File: config.mk
export PLATFORM = sky130hd
export DESIGN_NAME = uart_tx_ctrl_flat
export DESIGN_NICKNAME = d
export VERILOG_FILES = /design/src/rtl/uart_tx_ctrl_if.sv /design/src/rtl/uart_tx_ctrl.sv /design/src/flat_wrapper.sv
export SDC_FILE = /design/constraint.sdc
export NUM_CORES = 1
export LEC_CHECK = 0
export ABC_CLOCK_PERIOD_IN_PS = 2900
export CAP_MARGIN = 20
export CELL_PAD_IN_SITES_DETAIL_PLACEMENT = 1
export CELL_PAD_IN_SITES_GLOBAL_PLACEMENT = 2
export CORE_MARGIN = 4
export CORE_UTILIZATION = 40
export CTS_BUF_LIST = sky130_fd_sc_hd__clkbuf_8
export DETAILED_ROUTE_END_ITERATION = 12
export GPL_TIMING_DRIVEN = 0
export PLACE_DENSITY = 0.89
export SLEW_MARGIN = 20
export SYNTH_ARGS = -nofsm -noshare
export SYNTH_HDL_FRONTEND = slang
export SYNTH_SLANG_ARGS = --single-unit
File: constraint.sdc
create_clock -name tx_clk -period 2.9 [get_ports tx_clk]
set_clock_uncertainty 0.1 [all_clocks]
set_input_delay 0.29 -clock tx_clk [delete_from_list [all_inputs] [get_ports tx_clk]]
set_output_delay 0.29 -clock tx_clk [all_outputs]
set_load 0.01 [all_outputs]
File: src/rtl/uart_tx_ctrl_if.sv
// ---------------------------------------------------------------------------
// uart_tx_ctrl_if
//
// Byte handshake between a producer and the UART transmitter.
//
//   tx_data   producer -> transmitter  byte to send, sampled on acceptance
//   tx_valid  producer -> transmitter  a byte is present on tx_data
//   tx_ready  transmitter -> producer  holding register empty
//
// A byte moves on any rising clock edge where tx_valid & tx_ready.
// ---------------------------------------------------------------------------
interface uart_tx_ctrl_if #(
  parameter int DATA_BITS = 8
) ();

  logic [DATA_BITS-1:0] tx_data;
  logic                 tx_valid;
  logic                 tx_ready;

  // Producer side drives data/valid and watches ready
  modport master (
    output tx_data,
    output tx_valid,
    input  tx_ready
  );

  // Transmitter side consumes data/valid and drives ready
  modport slave (
    input  tx_data,
    input  tx_valid,
    output tx_ready
  );

endinterface

File: src/rtl/uart_tx_ctrl.sv
// ---------------------------------------------------------------------------
// uart_tx_ctrl
//
// Handshaked UART transmitter. Bytes arrive over a valid/ready interface
// into a one-entry holding register and are serialised as
//   start(0), data LSB first, optional parity, 1 or 2 stop bits(1).
// A byte queued in the holding register is loaded on the very edge that
// completes the previous frame's last stop bit, so frames run back-to-back.
//
// Ports
//   tx_clk   transmit clock, rising edge
//   rst_n    asynchronous active-low reset
//   bus      slave side of uart_tx_ctrl_if (tx_data, tx_valid, tx_ready)
//   tx_out   registered serial line, idles high
//   tx_busy  high while a frame is on the line
//   tx_done  one-cycle pulse after the final stop bit completes
// ---------------------------------------------------------------------------
module uart_tx_ctrl #(
  parameter int CLKS_PER_BIT = 16,
  parameter int DATA_BITS    = 8,
  parameter int PARITY_EN    = 0,
  parameter int PARITY_ODD   = 0,
  parameter int STOP_BITS    = 1
) (
  input  logic                 tx_clk,
  input  logic                 rst_n,
  uart_tx_ctrl_if.slave        bus,
  output logic                 tx_out,
  output logic                 tx_busy,
  output logic                 tx_done
);

  localparam int             BaudWidth    = (CLKS_PER_BIT > 1) ? $clog2(CLKS_PER_BIT) : 1;
  localparam logic [BaudWidth-1:0] BaudLast = BaudWidth'(CLKS_PER_BIT - 1);
  localparam logic [2:0]     DataLast     = 3'(DATA_BITS - 1);
  localparam logic [2:0]     StopLast     = 3'(STOP_BITS - 1);
  localparam logic           ParityOddBit = 1'(PARITY_ODD);

  typedef enum logic [2:0] {
    IDLE,
    START,
    DATA,
    PARITY,
    STOP
  } state_e;

  state_e                 state_q,    state_d;
  logic [BaudWidth-1:0]   baudCnt_q,  baudCnt_d;
  logic [2:0]             bitCnt_q,   bitCnt_d;
  logic [DATA_BITS-1:0]   shift_q,    shift_d;
  logic [DATA_BITS-1:0]   hold_q,     hold_d;
  logic                   holdFull_q, holdFull_d;
  logic                   parity_q,   parity_d;
  logic                   txOut_q,    txOut_d;
  logic                   txDone_q,   txDone_d;
  logic                   baudWrap;
  logic                   loadShift;

  // State register. Reset forces the line high straight away and throws
  // away both the frame in flight and any byte waiting in the hold.
  always_ff @(posedge tx_clk or negedge rst_n) begin
    if (!rst_n) begin
      state_q    <= IDLE;
      baudCnt_q  <= '0;
      bitCnt_q   <= '0;
      shift_q    <= '0;
      hold_q     <= '0;
      holdFull_q <= 1'b0;
      parity_q   <= 1'b0;
      txOut_q    <= 1'b1;
      txDone_q   <= 1'b0;
    end else begin
      state_q    <= state_d;
      baudCnt_q  <= baudCnt_d;
      bitCnt_q   <= bitCnt_d;
      shift_q    <= shift_d;
      hold_q     <= hold_d;
      holdFull_q <= holdFull_d;
      parity_q   <= parity_d;
      txOut_q    <= txOut_d;
      txDone_q   <= txDone_d;
    end
  end

  // Next-state logic. The line value for the coming cycle is decided here
  // together with the state change, so tx_out comes straight off a flop.
  // The shifter keeps the current data bit in position 0; shift_q[1] is
  // therefore the bit that goes out next.
  always_comb begin
    state_d    = state_q;
    baudCnt_d  = '0;
    bitCnt_d   = bitCnt_q;
    shift_d    = shift_q;
    hold_d     = hold_q;
    holdFull_d = holdFull_q;
    parity_d   = parity_q;
    txOut_d    = txOut_q;
    txDone_d   = 1'b0;
    loadShift  = 1'b0;
    baudWrap   = (baudCnt_q == BaudLast);

    if (state_q != IDLE) begin
      baudCnt_d = baudWrap ? '0 : baudCnt_q + 1'b1;
    end

    case (state_q)
      IDLE: begin
        if (holdFull_q) begin
          loadShift = 1'b1;
        end
      end
      START: begin
        if (baudWrap) begin
          state_d  = DATA;
          bitCnt_d = '0;
          txOut_d  = shift_q[0];
        end
      end
      DATA: begin
        if (baudWrap) begin
          if (bitCnt_q == DataLast) begin
            bitCnt_d = '0;
            if (PARITY_EN != 0) begin
              state_d = PARITY;
              txOut_d = parity_q;
            end else begin
              state_d = STOP;
              txOut_d = 1'b1;
            end
          end else begin
            bitCnt_d = bitCnt_q + 3'd1;
            shift_d  = shift_q >> 1;
            txOut_d  = shift_q[1];
          end
        end
      end
      PARITY: begin
        if (baudWrap) begin
          state_d  = STOP;
          bitCnt_d = '0;
          txOut_d  = 1'b1;
        end
      end
      STOP: begin
        if (baudWrap) begin
          if (bitCnt_q == StopLast) begin
            txDone_d = 1'b1;
            if (holdFull_q) begin
              loadShift = 1'b1;
            end else begin
              state_d = IDLE;
              txOut_d = 1'b1;
            end
          end else begin
            bitCnt_d = bitCnt_q + 3'd1;
          end
        end
      end
      default: begin
        state_d = IDLE;
        txOut_d = 1'b1;
      end
    endcase

    // Moving the held byte into the shifter starts a new frame. Parity is
    // worked out once here rather than accumulated bit by bit.
    if (loadShift) begin
      state_d    = START;
      baudCnt_d  = '0;
      bitCnt_d   = '0;
      shift_d    = hold_q;
      parity_d   = (^hold_q) ^ ParityOddBit;
      holdFull_d = 1'b0;
      txOut_d    = 1'b0;
    end

    // Acceptance only happens with the hold empty, and a load only happens
    // with it full, so the two can never land on the same edge.
    if (bus.tx_valid && !holdFull_q) begin
      hold_d     = bus.tx_data;
      holdFull_d = 1'b1;
    end
  end

  assign bus.tx_ready = ~holdFull_q;
  assign tx_out       = txOut_q;
  assign tx_done      = txDone_q;
  assign tx_busy      = (state_q != IDLE);

endmodule

File: src/flat_wrapper.sv
// flat-port wrapper written by rule: the top's interface ports become plain ports
module uart_tx_ctrl_flat 
#(
  parameter int CLKS_PER_BIT = 16,
  parameter int DATA_BITS    = 8,
  parameter int PARITY_EN    = 0,
  parameter int PARITY_ODD   = 0,
  parameter int STOP_BITS    = 1
)
  (tx_clk, rst_n, tx_out, tx_busy, tx_done, bus_tx_data, bus_tx_valid, bus_tx_ready);
  uart_tx_ctrl_if #(.DATA_BITS(DATA_BITS)) bus_i ();
  input  logic tx_clk;
  input  logic rst_n;
  output logic tx_out;
  output logic tx_busy;
  output logic tx_done;
  input wire logic [$bits(bus_i.tx_data)-1:0] bus_tx_data;
  input wire logic [$bits(bus_i.tx_valid)-1:0] bus_tx_valid;
  output wire logic [$bits(bus_i.tx_ready)-1:0] bus_tx_ready;
  assign bus_i.tx_data = bus_tx_data;
  assign bus_i.tx_valid = bus_tx_valid;
  assign bus_tx_ready = bus_i.tx_ready;
  uart_tx_ctrl #(.CLKS_PER_BIT(CLKS_PER_BIT), .DATA_BITS(DATA_BITS), .PARITY_EN(PARITY_EN), .PARITY_ODD(PARITY_ODD), .STOP_BITS(STOP_BITS)) u_core (.tx_clk(tx_clk), .rst_n(rst_n), .bus(bus_i), .tx_out(tx_out), .tx_busy(tx_busy), .tx_done(tx_done));
endmodule
Yosys cells after proc, flatten, opt, wreduce, memory -nomap -nowiden
Index checks and enable logic that the tools add are counted.
- add/subtract/negate cells: 2
- equality and inequality tests: 17
- multiplexer cells: 41
- bitwise operators: 1
- reductions and logical operators: 14
- operator list (cell ; count):
    2-to-1 mux 3 bit ; 14
    2-to-1 mux 8 bit ; 4
    inequality test 3 x 1 -> 1 bit, second input constant ; 7
    2-to-1 mux 1 bit ; 16
    one-hot mux 3 bit (5 select lines) ; 1
    2-to-1 mux 4 bit ; 3
    one-hot mux 3 bit (3 select lines) ; 1
    AND reduction 8 bit ; 1
    AND reduction 7 bit ; 1
    equality test 3 x 2 -> 1 bit, second input constant ; 2
    equality test 3 bit, second input constant ; 2
    logical NOT 3 bit ; 2
    nonzero test 2 bit ; 3
    one-hot mux 1 bit (5 select lines) ; 1
    AND reduction 5 bit ; 1
    adder 4 x 1 -> 4 bit, second input constant ; 1
    equality test 4 bit, second input constant ; 1
    inequality test 2 x 1 -> 1 bit, second input constant ; 2
    nonzero test 4 bit ; 1
    adder 3 x 1 -> 3 bit, second input constant ; 1
    equality test 3 x 1 -> 1 bit, second input constant ; 1
    inequality test 3 x 2 -> 1 bit, second input constant ; 1
    inequality test 3 bit, second input constant ; 1
    AND reduction 3 bit ; 1
    6 further kinds ; 6
- register bits after elaboration: 29
- word-level logic and storage cells: 83

Depth between registers and ports, before layout
- word-level depth: 6
- gate-level depth with buffers: 7
- mapped depth without buffers: 6

Worst setup path before layout
No wires, ideal clock.
- path type: reg-to-reg
- start point: register u_core.bitCnt_q[0]
- end point: register u_core.shift_q[7]
- setup time: 0.142 ns
- data arrival time: 1.469 ns
- data required time: 2.658 ns
- setup slack: 1.189 ns
- stages on the path, launching flop included: 7
- path buffers: 0
- clock period less this slack: 1.711 ns
- cell sequence: dfrtp_1 > ha_1 > ha_1 > and2b_1 > a2bb2oi_1 > a211oi_4 > o22ai_1
- longest elaborated chain between the ends: 6
- elaborated cells between the ends (all ways): 10
- classes of those cells: 2 x eq/ne; 4 x mux; 4 x reduce/logical
- ends and longest elaborated chain (element ; RTL line ; text):
    from (decl) ; uart_tx_ctrl.sv:49 ; logic [2:0] bitCnt_q, bitCnt_d;
    from (signal assigned) ; uart_tx_ctrl.sv:75 ; bitCnt_q <= bitCnt_d;
    logical NOT 3 bit ; uart_tx_ctrl.sv:146 ; if (bitCnt_q == StopLast) begin
    2-to-1 mux 1 bit ; uart_tx_ctrl.sv:146 ;
    2-to-1 mux 1 bit ; uart_tx_ctrl.sv:145 ; if (baudWrap) begin
    one-hot mux 1 bit (2 select lines) ; uart_tx_ctrl.sv:106 ; case (state_q)
    inequality test 2 x 1 -> 1 bit (no line) or nonzero test 2 bit (tied branches) ; n/a ;
    AND reduction 3 bit (no line) ; n/a ;
    to (signal assigned) ; uart_tx_ctrl.sv:76 ; shift_q <= shift_d;
    to (decl) ; uart_tx_ctrl.sv:50 ; logic [DATA_BITS-1:0] shift_q, shift_d;
Several ways; a longest one is shown, not always the timed one.
A chain may end at the register's enable or synchronous reset.

Worst setup path after layout
- start point: register u_core.state_q[1]
- end point: output port tx_busy
- longest elaborated chain between the ends: 1
- ends and longest elaborated chain (element ; RTL line ; text):
    from (decl) ; uart_tx_ctrl.sv:47 ; state_e state_q, state_d;
    from (signal assigned) ; uart_tx_ctrl.sv:73 ; state_q <= state_d;
    nonzero test 3 bit ; uart_tx_ctrl.sv:188 ; assign tx_busy = (state_q != IDLE);
    to (decl) ; flat_wrapper.sv:15 ; output logic tx_busy;
Every way passes these cells.

==> results_dict.tcl <==
set metrics [dict create \
    status "finished, final reports clean" \
    floorplan.rows 21 \
    power_frac_clock 0.232 \
    grt_first_pass_wirelength_um 6000 \
    post-synth-top-area-cell "dfrtp_1" \
    hold-path-cell-count 1 \
    clock_tree.buffer_depth 2 \
    insertion_delay_ns 0.28 \
    r2r_cells 6 \
    switching_share 0.340 \
    final_period_minus_worst_setup_slack_ns 2.17 \
    clkSinkCount 29 \
    detail_route.drc_violations 0 \
    drive_above_1_share 0.252 \
    cts_resized 0 \
    port_buffers 14 \
    critical_path_peak_fanout 10 \
    global_route.usage.total 0.174 \
    hold_violations 0 \
    crit-reg2reg-launch "u_core.baudCnt_q[0]" \
    final_nets 165 \
    floorplan.core_area_um2 3420 \
    grt_start_max_net_pins 30 \
    critical_path.startpoint "u_core.state_q[1]" \
    place_worst_setup_slack_ns 0.919 \
    clkTransAtPathRegs_ns 0.06 \
    leakage_nw 0.763 \
    tightestPinTransition_ns 0.663 \
    maxSlewViolCount 0 \
    gpl.final_weighted_congestion 0.778 \
    ctsRootBufferMaster "clkbuf_8" \
    drtAntennaViolNets 0 \
    seq_area_frac_synth 0.500 \
    pwr-share-comb 0.382 \
    chipWidth_um 68.3 \
    vias 1060 \
    critical_path_arrival_ns 1.78 \
    worst-setup-path-type "reg2out" \
    pin_count 15 \
    post_dp_cell_area_um2 1650 \
    dieHeight_um 68.3 \
    fmaxAchievable_mhz 461 \
    cts-htree-levels 2 \
    syn2layout_area_growth_pct 21.9 \
    hold-path-endpoint "u_core.baudCnt_q[0]" \
    synth-edff-count 0 \
    drt_iter0_drc 48 \
    powerDensity_nw_per_um2 1040 \
    detail_route.first_pass.iterations 4 \
    totalWireLength_um 3310 \
    post-dp-hpwl_um 2380 \
    total_switching_power_uw 629 \
    synth_cells 128 \
    power_report.internal_total_mw 1.22 \
    end_kind "output pin" \
    fraction_of_synthesized_cell_area_taken_by_the_top_area_cell_type 0.482 \
    cts_tree "yes" \
    num_antenna_cells 0 \
    detail_route.vias_per_cell 5.38 \
    worst_hold_startpoint "u_core.baudCnt_q[0]" \
    synth_top_flop_cell "dfrtp_1" \
    regToRegSetupSlack_ns 0.94 \
    hold_class "reg2reg" \
    finalSetupViolCount 0 \
    post_synth_instance_area_um2 1450 \
    antenna_violations_before_repair 0 \
    final.setup.tns_ns 0 \
    async_flop_share 1.00 \
    portion_of_total_power_attributed_to_sequential_cells 0.385 \
    grt-ovfl-total 0 \
    ys_warn_count 0 \
    required_arrival_time_at_the_worst_endpoint_ns 2.51 \
    max-vdd-ir-drop_mv 0.552 \
    synth-seq-cells 29 \
    synthesis.area_per_instance_um2 11.4 \
    synth.distinct_cells 37 \
    worst_setup_path_start_kind "register" \
    layout_setup_ws_ns 0.732 \
    max-slew-margin-rel 0.558 \
    mappedNetlistNets 143 \
    fin_worst_hold_slack_ns 0.367 \
    final_min_period_over_clock_period 0.748 \
    wl_per_cell_um 16.8 \
    r2r_endpoint "u_core.bitCnt_q[1]" \
    grt_setup_unrepaired "no" \
    fp.dieArea_um2 4660 \
    design_area_um2 1770 \
    max_cap_violations 0 \
    cts-buffers-inserted 5 \
    synth_area_leaders "dfrtp_1 (48%), mux2_2 (5.4%), o22a_2 (4.8%), o21a_1 (4.1%), ha_1 (3.4%)" \
    fin_total_pwr_mw 1.85 \
    first_global_vias 1211 \
    start_util 0.426 \
]
==> layer usage <==
layer | vias up | track usage | share of wire
met5 | - | 0 | 0
li1 | 508 | - | -
met3 | 4 | 0.0460 | 0.028
met1 | 531 | 0.211 | 0.46
met2 | 17 | 0.302 | 0.51
met4 | 0 | 0.0447 | 0.0082
==> kinds of logic after synthesis <==
family	after synthesis	share of synthesized area
and+or+nand+nor	36	0.150
AOI/OAI and AO/OA	34	0.181
DFF	29	0.500
buffers and inverters	12	0.0413
muxes	11	0.0818
adders and majority gates	4	0.0344
xor gates and xnor gates	2	0.0121
==> cell type report <==
cell class / instances / area [µm²]
Inverter: 7 / 26.3
Timing Repair Buffer: 15 / 145
Buffer: 5 / 33.8
Sequential cell: 29 / 727
Clock inverter: 2 / 33.8
Clock buffer: 6 / 82.6
Multi-Input combinational cell: 87 / 667
Tap cell: 46 / 57.6
Fill cell: 392 / 1640
==> worst max path at each step <==
stage / depth (start not counted) / slack, ns / endpoint
2_1_floorplan: 6 / 1.19 / u_core.shift_q[7]
3_3_place_gp: 6 / 0.95 / u_core.tx_out
3_5_place_dp: 6 / 0.92 / u_core.bitCnt_q[1]
4_1_cts: 3 / 0.72 / tx_busy
5_1_grt: 3 / 0.67 / tx_busy
6_report: 3 / 0.73 / tx_busy
==> cell usage after synthesis, types with 2 or more instances <==
| library cell | count |
|---|---|
| dfrtp_1 | 28 |
| o21a_1 | 8 |
| inv_1 | 7 |
| mux2_2 | 7 |
| nand3_1 | 7 |
| nor2_1 | 7 |
| o22a_2 | 7 |
| o21ai_0 | 6 |
| nand2_1 | 5 |
| a21oi_1 | 4 |
| ha_1 | 4 |
| mux2i_1 | 4 |
| buf_2 | 3 |
| a31oi_1 | 2 |
| and2_1 | 2 |
| and3_2 | 2 |
| and4b_2 | 2 |
| nand3b_1 | 2 |
| o22ai_1 | 2 |
| xor2_1 | 2 |
==> critical path, cell delays in order, from the launching register on <==
cell	delay [ns]
dfrtp_1	0.40
buf_2	0.20
or3_1	0.40
clkdlybuf4s50_1	0.50
==> sequential cells by signal, indices dropped and copies added, names as in the netlist <==
register and flops:
u_core.bitCnt_q 3, u_core.state_q 3, u_core.hold_q 8, u_core.baudCnt_q 4, u_core.tx_out 1, u_core.tx_done 1, u_core.holdFull_q 1, u_core.shift_q 8
==> repair_timing <==
| action | 4_1_cts | 5_1_grt |
|---|---|---|
| buffers inserted | 0 | 0 |
| hold endpoints to repair | 28 | 0 |
| setup endpoints to repair | 0 | 0 |
| hold buffers | 1 | 0 |
==> cell usage in the layout, fill, tap and decap left out, types with 4 or more instances in the layout <==
cell,netlist,final
mux2_2,7,7
dfrtp_1,28,28
inv_1,7,8
nand3_1,7,7
clkbuf_8,0,6
ha_1,4,4
buf_2,3,4
mux2i_1,4,4
o21ai_0,6,6
clkdlybuf4s50_1,0,13
a21oi_1,4,4
nand2_1,5,5
nor2_1,7,7
o21a_1,8,8
o22a_2,7,7
==> per-stage QoR <==
stage	util	instances
final	0.519	197
after global routing	0.519	197
after CTS	0.519	197
after detailed placement	0.482	188
after global placement	0.484	188
after floorplan	-	128
==> power groups by stage <==
stage | clock [mW] | combinational (mW) | sequential, mW
after floorplan | 0 | 0.523 | 0.682
after global placement | 0 | 0.675 | 0.705
after detailed placement | 0 | 0.714 | 0.722
after CTS | 0.440 | 0.719 | 0.715
after global routing | 0.461 | 0.796 | 0.738
final | 0.430 | 0.707 | 0.713
(Power assumes the default switching activity.)
